<file path="config.mk">
export PLATFORM = sky130hd
export DESIGN_NAME = axi_regfile_gen_flat
export DESIGN_NICKNAME = d
export VERILOG_FILES = /design/src/rtl/axi_regfile_gen_if.sv /design/src/rtl/axi_regfile_gen.sv /design/src/flat_wrapper.sv
export SDC_FILE = /design/constraint.sdc
export NUM_CORES = 1
export LEC_CHECK = 0
export BUFFER_PORTS_ARGS = -buffer_cell sky130_fd_sc_hd__buf_2
export CORE_AREA = 2 2 457 459
export DETAILED_ROUTE_END_ITERATION = 7
export DIE_AREA = 0 0 459 461
export HOLD_SLACK_MARGIN = 0.03
export PLACE_DENSITY_LB_ADDON = 0.25
export SYNTH_ARGS = -nofsm -noshare
export SYNTH_HDL_FRONTEND = slang
export SYNTH_SLANG_ARGS = --single-unit
</file>
<file path="constraint.sdc">
create_clock -name axi_aclk -period 3 [get_ports axi_aclk]
set_input_delay 0.6 -clock axi_aclk [delete_from_list [all_inputs] [get_ports axi_aclk]]
set_output_delay 0.6 -clock axi_aclk [all_outputs]
set_load 0.05 [all_outputs]
</file>
<file path="src/rtl/axi_regfile_gen_if.sv">
// AXI4-Lite bus bundle for the generic register file.
// Master drives addresses/data/ready-for-response; slave answers.
interface axi_regfile_gen_if #(
    parameter int ADDR_WIDTH = 6,
    parameter int DATA_WIDTH = 32
);
    logic [ADDR_WIDTH-1:0]   awaddr;
    logic [2:0]              awprot;
    logic                    awvalid;
    logic                    awready;
    logic [DATA_WIDTH-1:0]   wdata;
    logic [DATA_WIDTH/8-1:0] wstrb;
    logic                    wvalid;
    logic                    wready;
    logic [1:0]              bresp;
    logic                    bvalid;
    logic                    bready;
    logic [ADDR_WIDTH-1:0]   araddr;
    logic [2:0]              arprot;
    logic                    arvalid;
    logic                    arready;
    logic [DATA_WIDTH-1:0]   rdata;
    logic [1:0]              rresp;
    logic                    rvalid;
    logic                    rready;

    modport master (
        output awaddr, awprot, awvalid, input awready,
        output wdata, wstrb, wvalid, input wready,
        input bresp, bvalid, output bready,
        output araddr, arprot, arvalid, input arready,
        input rdata, rresp, rvalid, output rready
    );

    modport slave (
        input awaddr, awprot, awvalid, output awready,
        input wdata, wstrb, wvalid, output wready,
        output bresp, bvalid, input bready,
        input araddr, arprot, arvalid, output arready,
        output rdata, rresp, rvalid, input rready
    );
endinterface

</file>
<file path="src/rtl/axi_regfile_gen.sv">
// Parametrised AXI4-Lite register file with read-only and pulse
// registers, per-register reset values and access strobes.
module axi_regfile_gen #(
    parameter int                           NREGS      = 16,
    parameter int                           DATA_WIDTH = 32,
    parameter int                           ADDR_WIDTH = 6,
    parameter logic [NREGS-1:0]             RO_MASK    = '0,
    parameter logic [NREGS-1:0]             PULSE_MASK = '0,
    parameter logic [NREGS*DATA_WIDTH-1:0]  RESET_VAL  = '0
) (
    input  logic                          axi_aclk,
    input  logic                          axi_reset,
    axi_regfile_gen_if.slave              s_axi,
    output logic [NREGS*DATA_WIDTH-1:0]   slv_reg,
    input  logic [NREGS*DATA_WIDTH-1:0]   slv_read,
    output logic [NREGS-1:0]              wr_stb,
    output logic [NREGS-1:0]              rd_stb
);
    localparam int NB  = DATA_WIDTH / 8;
    localparam int LSB = $clog2(NB);
    localparam int IW  = ADDR_WIDTH - LSB;
    localparam logic [1:0] OKAY   = 2'b00;
    localparam logic [1:0] SLVERR = 2'b10;

    // Pulse registers never hold their configured reset value.
    function automatic logic [NREGS*DATA_WIDTH-1:0] reset_image();
        logic [NREGS*DATA_WIDTH-1:0] v;
        v = RESET_VAL;
        for (int k = 0; k < NREGS; k++) begin
            if (PULSE_MASK[k]) v[k*DATA_WIDTH +: DATA_WIDTH] = '0;
        end
        return v;
    endfunction

    localparam logic [NREGS*DATA_WIDTH-1:0] RST_IMAGE = reset_image();

    logic                        aw_held_q, aw_held_d;
    logic [IW-1:0]               aw_idx_q, aw_idx_d;
    logic                        w_held_q, w_held_d;
    logic [DATA_WIDTH-1:0]       wdata_q, wdata_d;
    logic [NB-1:0]               wstrb_q, wstrb_d;
    logic                        bvalid_q, bvalid_d;
    logic [1:0]                  bresp_q, bresp_d;
    logic                        rvalid_q, rvalid_d;
    logic [1:0]                  rresp_q, rresp_d;
    logic [DATA_WIDTH-1:0]       rdata_q, rdata_d;
    logic [NREGS*DATA_WIDTH-1:0] regs_q, regs_d;
    logic [NREGS-1:0]            wr_stb_q, wr_stb_d;
    logic [NREGS-1:0]            rd_stb_q, rd_stb_d;

    logic                        aw_hs, w_hs, ar_hs, exec;
    logic                        aw_map, ar_map;
    logic [IW-1:0]               ar_idx;
    logic [DATA_WIDTH-1:0]       cur;
    logic                        unused_ok;

    assign s_axi.awready = !aw_held_q && !bvalid_q;
    assign s_axi.wready  = !w_held_q && !bvalid_q;
    assign s_axi.arready = !rvalid_q;
    assign s_axi.bvalid  = bvalid_q;
    assign s_axi.bresp   = bresp_q;
    assign s_axi.rvalid  = rvalid_q;
    assign s_axi.rresp   = rresp_q;
    assign s_axi.rdata   = rdata_q;

    assign slv_reg = regs_q;
    assign wr_stb  = wr_stb_q;
    assign rd_stb  = rd_stb_q;

    assign aw_hs = s_axi.awvalid && s_axi.awready;
    assign w_hs  = s_axi.wvalid && s_axi.wready;
    assign ar_hs = s_axi.arvalid && s_axi.arready;

    // A beat arriving this cycle counts as held, so the second
    // handshake executes the write at the same edge.
    assign aw_idx_d = aw_hs ? s_axi.awaddr[ADDR_WIDTH-1:LSB] : aw_idx_q;
    assign wdata_d  = w_hs ? s_axi.wdata : wdata_q;
    assign wstrb_d  = w_hs ? s_axi.wstrb : wstrb_q;
    assign exec     = (aw_held_q || aw_hs) && (w_held_q || w_hs);
    assign aw_held_d = (aw_held_q || aw_hs) && !exec;
    assign w_held_d  = (w_held_q || w_hs) && !exec;

    assign ar_idx = s_axi.araddr[ADDR_WIDTH-1:LSB];
    assign aw_map = 32'(aw_idx_d) < 32'(NREGS);
    assign ar_map = 32'(ar_idx) < 32'(NREGS);

    assign unused_ok = ^{s_axi.awprot, s_axi.arprot,
                         s_axi.awaddr[LSB-1:0], s_axi.araddr[LSB-1:0]};

    always_comb begin
        bvalid_d = bvalid_q && !s_axi.bready;
        bresp_d  = bresp_q;
        wr_stb_d = '0;
        regs_d   = regs_q;
        cur      = '0;
        for (int k = 0; k < NREGS; k++) begin
            if (PULSE_MASK[k]) regs_d[k*DATA_WIDTH +: DATA_WIDTH] = '0;
        end
        if (exec) begin
            bvalid_d = 1'b1;
            bresp_d  = aw_map ? OKAY : SLVERR;
            for (int k = 0; k < NREGS; k++) begin
                if (32'(aw_idx_d) == 32'(k) && !RO_MASK[k]) begin
                    cur = regs_d[k*DATA_WIDTH +: DATA_WIDTH];
                    for (int b = 0; b < NB; b++) begin
                        if (wstrb_d[b]) cur[b*8 +: 8] = wdata_d[b*8 +: 8];
                    end
                    regs_d[k*DATA_WIDTH +: DATA_WIDTH] = cur;
                    wr_stb_d[k] = 1'b1;
                end
            end
        end
    end

    always_comb begin
        rvalid_d = rvalid_q && !s_axi.rready;
        rresp_d  = rresp_q;
        rdata_d  = rdata_q;
        rd_stb_d = '0;
        if (ar_hs) begin
            rvalid_d = 1'b1;
            rresp_d  = ar_map ? OKAY : SLVERR;
            rdata_d  = '0;
            for (int k = 0; k < NREGS; k++) begin
                if (32'(ar_idx) == 32'(k)) begin
                    rdata_d     = slv_read[k*DATA_WIDTH +: DATA_WIDTH];
                    rd_stb_d[k] = 1'b1;
                end
            end
        end
    end

    always_ff @(posedge axi_aclk) begin
        if (axi_reset) begin
            aw_held_q <= 1'b0;
            aw_idx_q  <= '0;
            w_held_q  <= 1'b0;
            wdata_q   <= '0;
            wstrb_q   <= '0;
            bvalid_q  <= 1'b0;
            bresp_q   <= OKAY;
            rvalid_q  <= 1'b0;
            rresp_q   <= OKAY;
            rdata_q   <= '0;
            regs_q    <= RST_IMAGE;
            wr_stb_q  <= '0;
            rd_stb_q  <= '0;
        end else begin
            aw_held_q <= aw_held_d;
            aw_idx_q  <= aw_idx_d;
            w_held_q  <= w_held_d;
            wdata_q   <= wdata_d;
            wstrb_q   <= wstrb_d;
            bvalid_q  <= bvalid_d;
            bresp_q   <= bresp_d;
            rvalid_q  <= rvalid_d;
            rresp_q   <= rresp_d;
            rdata_q   <= rdata_d;
            regs_q    <= regs_d;
            wr_stb_q  <= wr_stb_d;
            rd_stb_q  <= rd_stb_d;
        end
    end
endmodule

</file>
<file path="src/flat_wrapper.sv">
// flat-port wrapper written by rule: the top's interface ports become plain ports
module axi_regfile_gen_flat 
#(
    parameter int                           NREGS      = 16,
    parameter int                           DATA_WIDTH = 32,
    parameter int                           ADDR_WIDTH = 6,
    parameter logic [NREGS-1:0]             RO_MASK    = '0,
    parameter logic [NREGS-1:0]             PULSE_MASK = '0,
    parameter logic [NREGS*DATA_WIDTH-1:0]  RESET_VAL  = '0
)
  (axi_aclk, axi_reset, slv_reg, slv_read, wr_stb, rd_stb, s_axi_awaddr, s_axi_awprot, s_axi_awvalid, s_axi_awready, s_axi_wdata, s_axi_wstrb, s_axi_wvalid, s_axi_wready, s_axi_bresp, s_axi_bvalid, s_axi_bready, s_axi_araddr, s_axi_arprot, s_axi_arvalid, s_axi_arready, s_axi_rdata, s_axi_rresp, s_axi_rvalid, s_axi_rready);
  axi_regfile_gen_if #(.ADDR_WIDTH(ADDR_WIDTH), .DATA_WIDTH(DATA_WIDTH)) s_axi_i ();
  input  logic axi_aclk;
  input  logic axi_reset;
  output logic [NREGS*DATA_WIDTH-1:0] slv_reg;
  input  logic [NREGS*DATA_WIDTH-1:0] slv_read;
  output logic [NREGS-1:0] wr_stb;
  output logic [NREGS-1:0] rd_stb;
  input wire logic [$bits(s_axi_i.awaddr)-1:0] s_axi_awaddr;
  input wire logic [$bits(s_axi_i.awprot)-1:0] s_axi_awprot;
  input wire logic [$bits(s_axi_i.awvalid)-1:0] s_axi_awvalid;
  output wire logic [$bits(s_axi_i.awready)-1:0] s_axi_awready;
  input wire logic [$bits(s_axi_i.wdata)-1:0] s_axi_wdata;
  input wire logic [$bits(s_axi_i.wstrb)-1:0] s_axi_wstrb;
  input wire logic [$bits(s_axi_i.wvalid)-1:0] s_axi_wvalid;
  output wire logic [$bits(s_axi_i.wready)-1:0] s_axi_wready;
  output wire logic [$bits(s_axi_i.bresp)-1:0] s_axi_bresp;
  output wire logic [$bits(s_axi_i.bvalid)-1:0] s_axi_bvalid;
  input wire logic [$bits(s_axi_i.bready)-1:0] s_axi_bready;
  input wire logic [$bits(s_axi_i.araddr)-1:0] s_axi_araddr;
  input wire logic [$bits(s_axi_i.arprot)-1:0] s_axi_arprot;
  input wire logic [$bits(s_axi_i.arvalid)-1:0] s_axi_arvalid;
  output wire logic [$bits(s_axi_i.arready)-1:0] s_axi_arready;
  output wire logic [$bits(s_axi_i.rdata)-1:0] s_axi_rdata;
  output wire logic [$bits(s_axi_i.rresp)-1:0] s_axi_rresp;
  output wire logic [$bits(s_axi_i.rvalid)-1:0] s_axi_rvalid;
  input wire logic [$bits(s_axi_i.rready)-1:0] s_axi_rready;
  assign s_axi_i.awaddr = s_axi_awaddr;
  assign s_axi_i.awprot = s_axi_awprot;
  assign s_axi_i.awvalid = s_axi_awvalid;
  assign s_axi_awready = s_axi_i.awready;
  assign s_axi_i.wdata = s_axi_wdata;
  assign s_axi_i.wstrb = s_axi_wstrb;
  assign s_axi_i.wvalid = s_axi_wvalid;
  assign s_axi_wready = s_axi_i.wready;
  assign s_axi_bresp = s_axi_i.bresp;
  assign s_axi_bvalid = s_axi_i.bvalid;
  assign s_axi_i.bready = s_axi_bready;
  assign s_axi_i.araddr = s_axi_araddr;
  assign s_axi_i.arprot = s_axi_arprot;
  assign s_axi_i.arvalid = s_axi_arvalid;
  assign s_axi_arready = s_axi_i.arready;
  assign s_axi_rdata = s_axi_i.rdata;
  assign s_axi_rresp = s_axi_i.rresp;
  assign s_axi_rvalid = s_axi_i.rvalid;
  assign s_axi_i.rready = s_axi_rready;
  axi_regfile_gen #(.NREGS(NREGS), .DATA_WIDTH(DATA_WIDTH), .ADDR_WIDTH(ADDR_WIDTH), .RO_MASK(RO_MASK), .PULSE_MASK(PULSE_MASK), .RESET_VAL(RESET_VAL)) u_core (.axi_aclk(axi_aclk), .axi_reset(axi_reset), .s_axi(s_axi_i), .slv_reg(slv_reg), .slv_read(slv_read), .wr_stb(wr_stb), .rd_stb(rd_stb));
endmodule
</file>
Word level (Yosys, flattened, before mapping)
Index checks and enable logic that the tools add are counted.
{ "op_classes": {"eq_ne": 30, "mux": 53, "n_bitwise": 2, "reduce_logical": 87} }
{ "ops": {"columns": ["cell", "count"], "rows": [
  ["$mux W32", 17],
  ["$reduce_and A3 Y1", 64],
  ["$eq A4 B4 Y1 const B", 16],
  ["$mux W1", 34],
  ["$eq A4 B3 Y1 const B", 8],
  ["$eq A4 B2 Y1 const B", 4],
  ["$logic_and A1 B1 Y1", 10],
  ["$eq A4 B1 Y1 const B", 2],
  ["$logic_not A4 Y1", 2],
  ["$mux W4", 2],
  ["$logic_not A1 Y1", 7],
  ["$reduce_or A2 Y1", 2],
  ["$logic_or A1 B1 Y1", 2],
  ["$not A1 Y1", 2]
]} }
{ "totals": {"regBits": 620, "input_bits": 573, "out_inout_bits": 585, "elab_cells": 246} }

Logic depth before layout (Yosys ltp)
{ "logic_depth": {"depth_word": 17, "ltp_mapped": 9, "mapped_depth_nobuf": 5} }

Least setup slack after synthesis
No wires, ideal clock.
{ "synth_path": {"path_type": "register to register", "start": "reg u_core.bvalid_q, in the netlist u_core.s_axi.bvalid", "end": "reg u_core.regs_q[328], in the netlist u_core.slv_reg[328]", "setup_time_ns": 0.072, "arrival_time_ns": 2.589, "t_required_ns": 2.928, "slack_ns": 0.339, "path_stages_with_launch": 8, "n_path_buf": 2, "synth_period_minus_slack_ns": 2.661, "path_cell_list": "dfxtp_1 buf_6 nor3b_2 buf_6 mux2i_4 nand4_4 nor2_8 mux2i_1"} }
{ "synth_between": {"elab_chain_cells": 6, "word_cells_on_any_way": 13, "classes_between": "1 x eq/ne; 3 x mux; 9 x reduce/logical"} }
{ "synth_rtl": {"columns": ["element", "line", "text"], "rows": [
  ["start, declared", "axi_regfile_gen.sv:42", "logic bvalid_q, bvalid_d;"],
  ["start signal, assigned", "axi_regfile_gen.sv:154", "bvalid_q <= bvalid_d;"],
  ["$logic_not A1 Y1 *", "axi_regfile_gen.sv:57, axi_regfile_gen.sv:58", null],
  ["$logic_and A1 B1 Y1 (on tied branches)", "axi_regfile_gen.sv:57, axi_regfile_gen.sv:58", null],
  ["$logic_and A1 B1 Y1 (on tied branches)", "axi_regfile_gen.sv:70, axi_regfile_gen.sv:71", null],
  ["$mux W4 or $logic_or A1 B1 Y1 (tied branches)", "axi_regfile_gen.sv:76, axi_regfile_gen.sv:79", null],
  ["$eq A4 B4 Y1 or $logic_and A1 B1 Y1 (tied branches)", "axi_regfile_gen.sv:103, axi_regfile_gen.sv:79", null],
  ["$reduce_and A3 Y1 (no source line)", null, null],
  ["end signal, assigned", "axi_regfile_gen.sv:159", "regs_q <= regs_d;"],
  ["end, declared", "axi_regfile_gen.sv:47", "logic [NREGS*DATA_WIDTH-1:0] regs_q, regs_d;"]
]} }
Mark *: on every way between the ends. The rest lies on a longest branch, timed or not.
A chain may end at the register's enable or synchronous reset.

Final worst setup path
{ "layout_path": {"start": "reg u_core.bvalid_q, in the netlist u_core.s_axi.bvalid", "end": "reg u_core.regs_q[32], in the netlist u_core.slv_reg[32]"} }
{ "layout_between": {"elab_chain_cells": 6, "word_cells_on_any_way": 13, "classes_between": "1 x eq/ne; 3 x mux; 9 x reduce/logical"} }
{ "layout_rtl": {"columns": ["element", "line"], "rows": [
  ["$logic_not A1 Y1 *", "axi_regfile_gen.sv:57, axi_regfile_gen.sv:58"],
  ["$logic_and A1 B1 Y1 (on tied branches)", "axi_regfile_gen.sv:57, axi_regfile_gen.sv:58"],
  ["$logic_and A1 B1 Y1 (on tied branches)", "axi_regfile_gen.sv:70, axi_regfile_gen.sv:71"],
  ["$mux W4 or $logic_or A1 B1 Y1 (tied branches)", "axi_regfile_gen.sv:76, axi_regfile_gen.sv:79"],
  ["$eq A4 B1 Y1 or $logic_and A1 B1 Y1 (tied branches)", "axi_regfile_gen.sv:103, axi_regfile_gen.sv:79"],
  ["$reduce_and A3 Y1 (no source line)", null]
]} }
Marked as above.

==> impl_metrics.ini <==
[yosys]
synth_edf_count = 0
synth-seq-cells = 620
synth.top_cell.area_share = 0.427
netlist_instances = 3026
synth_top_area_cell = dfxtp_1
ys_seq_area_frac = 0.427
syn_area_per_cell_um2 = 9.60
synthFlopType = dfxtp_1
yosys_warnings = 0
synth_cell_type_count = 74
syn_area_um2 = 29100
async_flop_share = 0
synth_area_leaders = dfxtp_1 (43%), mux2i_1 (19%), nand2b_1 (10%)

[floorplanning]
io-pin-count = 1158
core.rowCount = 167
fp.dieW_um = 459
initial_core_util = 0.141
fp.dieH_um = 461
core-area_um2 = 206000
die-area_um2 = 212000

[drt]
vias = 28920
drtAntennaViolNets = 0
detail_route.vias_per_cell = 4.09
drt_iter0_markers = 2008
route.detailed.drc = 0
wirelength_um = 204000
first_pass_iters = 6
wire_per_inst_um = 28.9

[worst_setup_path]
critPathCaptureType = flop
crit_fanout = 9
path_buf_inv = 4
start_kind = flop
cpMostUsedCell = buf_12
cp_top_family = buffers and inverters
critPathKind = reg2reg
worst_ep_required_time_ns = 3.61
path_cells = nor3b_2 -> buf_12 -> mux2i_2 -> buf_12 -> nand2_1 -> buf_12 -> nor2_2 -> buf_12 -> mux2i_1
arrival_ns = 3.23
critPathSlowestCell = dfxtp_1
max_stage_delay_ns = 0.42

[status]
status = completed

[sta]
min_period_over_period = 0.871
slew_violations = 0
finalSetupViolCount = 0
fmax_ghz = 0.383
fin_crit_ns = 2.61
fin_setup_tns_ns = 0
finClkSkew_ns = 0.0587
grt_setup_unrepaired = false
hold_viol_final = 0
relSlewSlack = 0.394
tightest_slew_ns = 0.900

[clock_tree]
cts_root_buf = clkbuf_16
cts_sinks = 620
path_clk_slew_ns = 0.06
cts_resized = 0
clkLatencyLatePin_ns = 0.73
cts.path.max_buffers = 3
cts_setup_buffers = 0
htreeDepth = 3
cts_hold_buffers = 0
cts_tree = done
cts_buffers = 80

[pwr]
power.density_nw_per_um2 = 509
fin_total_pwr_mw = 21.8
p_leak_nw = 19.6
ir_drop_mv = 0.433

[finish]
finalNetCount = 4793
fill_cells = 23078
layout_commonest_cell = buf_2
syn2layout_area_growth_pct = 47.3
final_cell_mix = buf_2 (1139), dfxtp_1 (620), mux2i_1 (540)
largest_reg_flops = 512
drive_gt1_frac = 0.389

[placed_design]
dpl.hpwl_um = 165000
gp_congestion = 0.940
numPortBuffers = 1143

[global_routing]
first_global_vias = 28801
grt_pass1_wl_um = 265000
grt_max_degree = 142
overflow = 0
grt_usage = 0.185
antenna_found_initial = 132

[worst_hold_path]
hp-class = in2reg

[flow_run]
cap_violations = 0
## worst reg2reg max path: stages, from the launching register on
cell     delay, ns
dfxtp_1       0.42
nor3b_2       0.34
buf_12        0.19
mux2i_2       0.40
buf_12        0.18
nand2_1       0.26
buf_12        0.26
nor2_2        0.13
buf_12        0.15
mux2i_1       0.18
## routing by layer
metal	global-route usage	wire [um]
met1	0.213	81400
met2	0.293	91200
met3	0.0800	20900
met4	0.0877	10700
met5	0	254
## metrics by stage
step | hold WS (ns) | util | instance area (um2) | std cells | worst slack [ns]
after CTS | 0.0409 | 0.206 | 42600 | 6982 | 0.290
after detailed placement | 0.457 | 0.193 | 39900 | 6842 | 0.129
after global placement | 0.455 | 0.193 | 39900 | 6842 | 0.163
after global routing | 0.0953 | 0.207 | 42700 | 7036 | 0.174
final | 0.156 | 0.207 | 42800 | 7077 | 0.386
after floorplan | 0.495 | - | 29100 | 3029 | 0.339
## Yosys cell counts (5+ instances only)
cell         n
dfxtp_1    620
mux2i_1    541
nand2b_1   472
clkbuf_1   212
o21ai_0    200
nor2_1     115
a21oi_1    109
nor2b_1     85
nand2_1     81
nor3_1      52
mux2_2      43
inv_1       42
o22ai_1     41
or2_2       35
nand2_2     26
a221oi_1    25
a21o_1      22
buf_1       20
o211ai_1    17
nor2_2      16
nor2_8      16
mux4_2      14
a31oi_1     13
or3_1       13
buf_2       12
nand3_1     12
a22oi_1     11
and3_1      11
o221ai_1    11
o32ai_1     11
a211oi_1    10
a2bb2oi_1   10
buf_4       10
o211a_1      7
nor3b_1      6
o21bai_1     5
## worst paths after layout
kind	startpoint	endpoint	slack [ns]	depth (start not counted)
max reg2reg	u_core.s_axi.bvalid$_SDFF_PP0_	u_core.slv_reg[32]$_SDFFE_PP0P_	0.39	9
max	u_core.s_axi.bvalid$_SDFF_PP0_	u_core.slv_reg[32]$_SDFFE_PP0P_	0.39	9
min reg2reg	u_core.slv_reg[86]$_SDFFE_PP0P_	u_core.slv_reg[86]$_SDFFE_PP0P_	0.47	2
min	s_axi_rready	u_core.s_axi.rvalid$_SDFF_PP0_	0.16	3
## cell families after synthesis
logic type / count (synthesis) / synth area share
flops: 620 / 0.427
other cells: 1 / 0.000129
mux: 602 / 0.216
buf+inv: 299 / 0.0409
compound gates: 536 / 0.114
simple gates: 968 / 0.201
## layout make-up
type | count | area (um2) | share of cell area
inverters | 43 | 161 | 0.00377
repair buffers | 1365 | 8400 | 0.196
flip-flops and latches | 620 | 12400 | 0.290
clock inverters | 25 | 350 | 0.00819
diodes | 95 | 238 | 0.00555
well taps | 2704 | 3380 | 0.0791
multi-input cells | 2110 | 15500 | 0.363
clock buffers | 115 | 2330 | 0.0546
## power by group
part	switching (mW)	leakage [nW]	internal [mW]	total [mW]
clock	4.31	1.30	5.72	10.0
sequential	0.0686	5.01	8.34	8.41
combinational	2.17	13.3	1.19	3.36
Power figures use the tool's default switching activity.
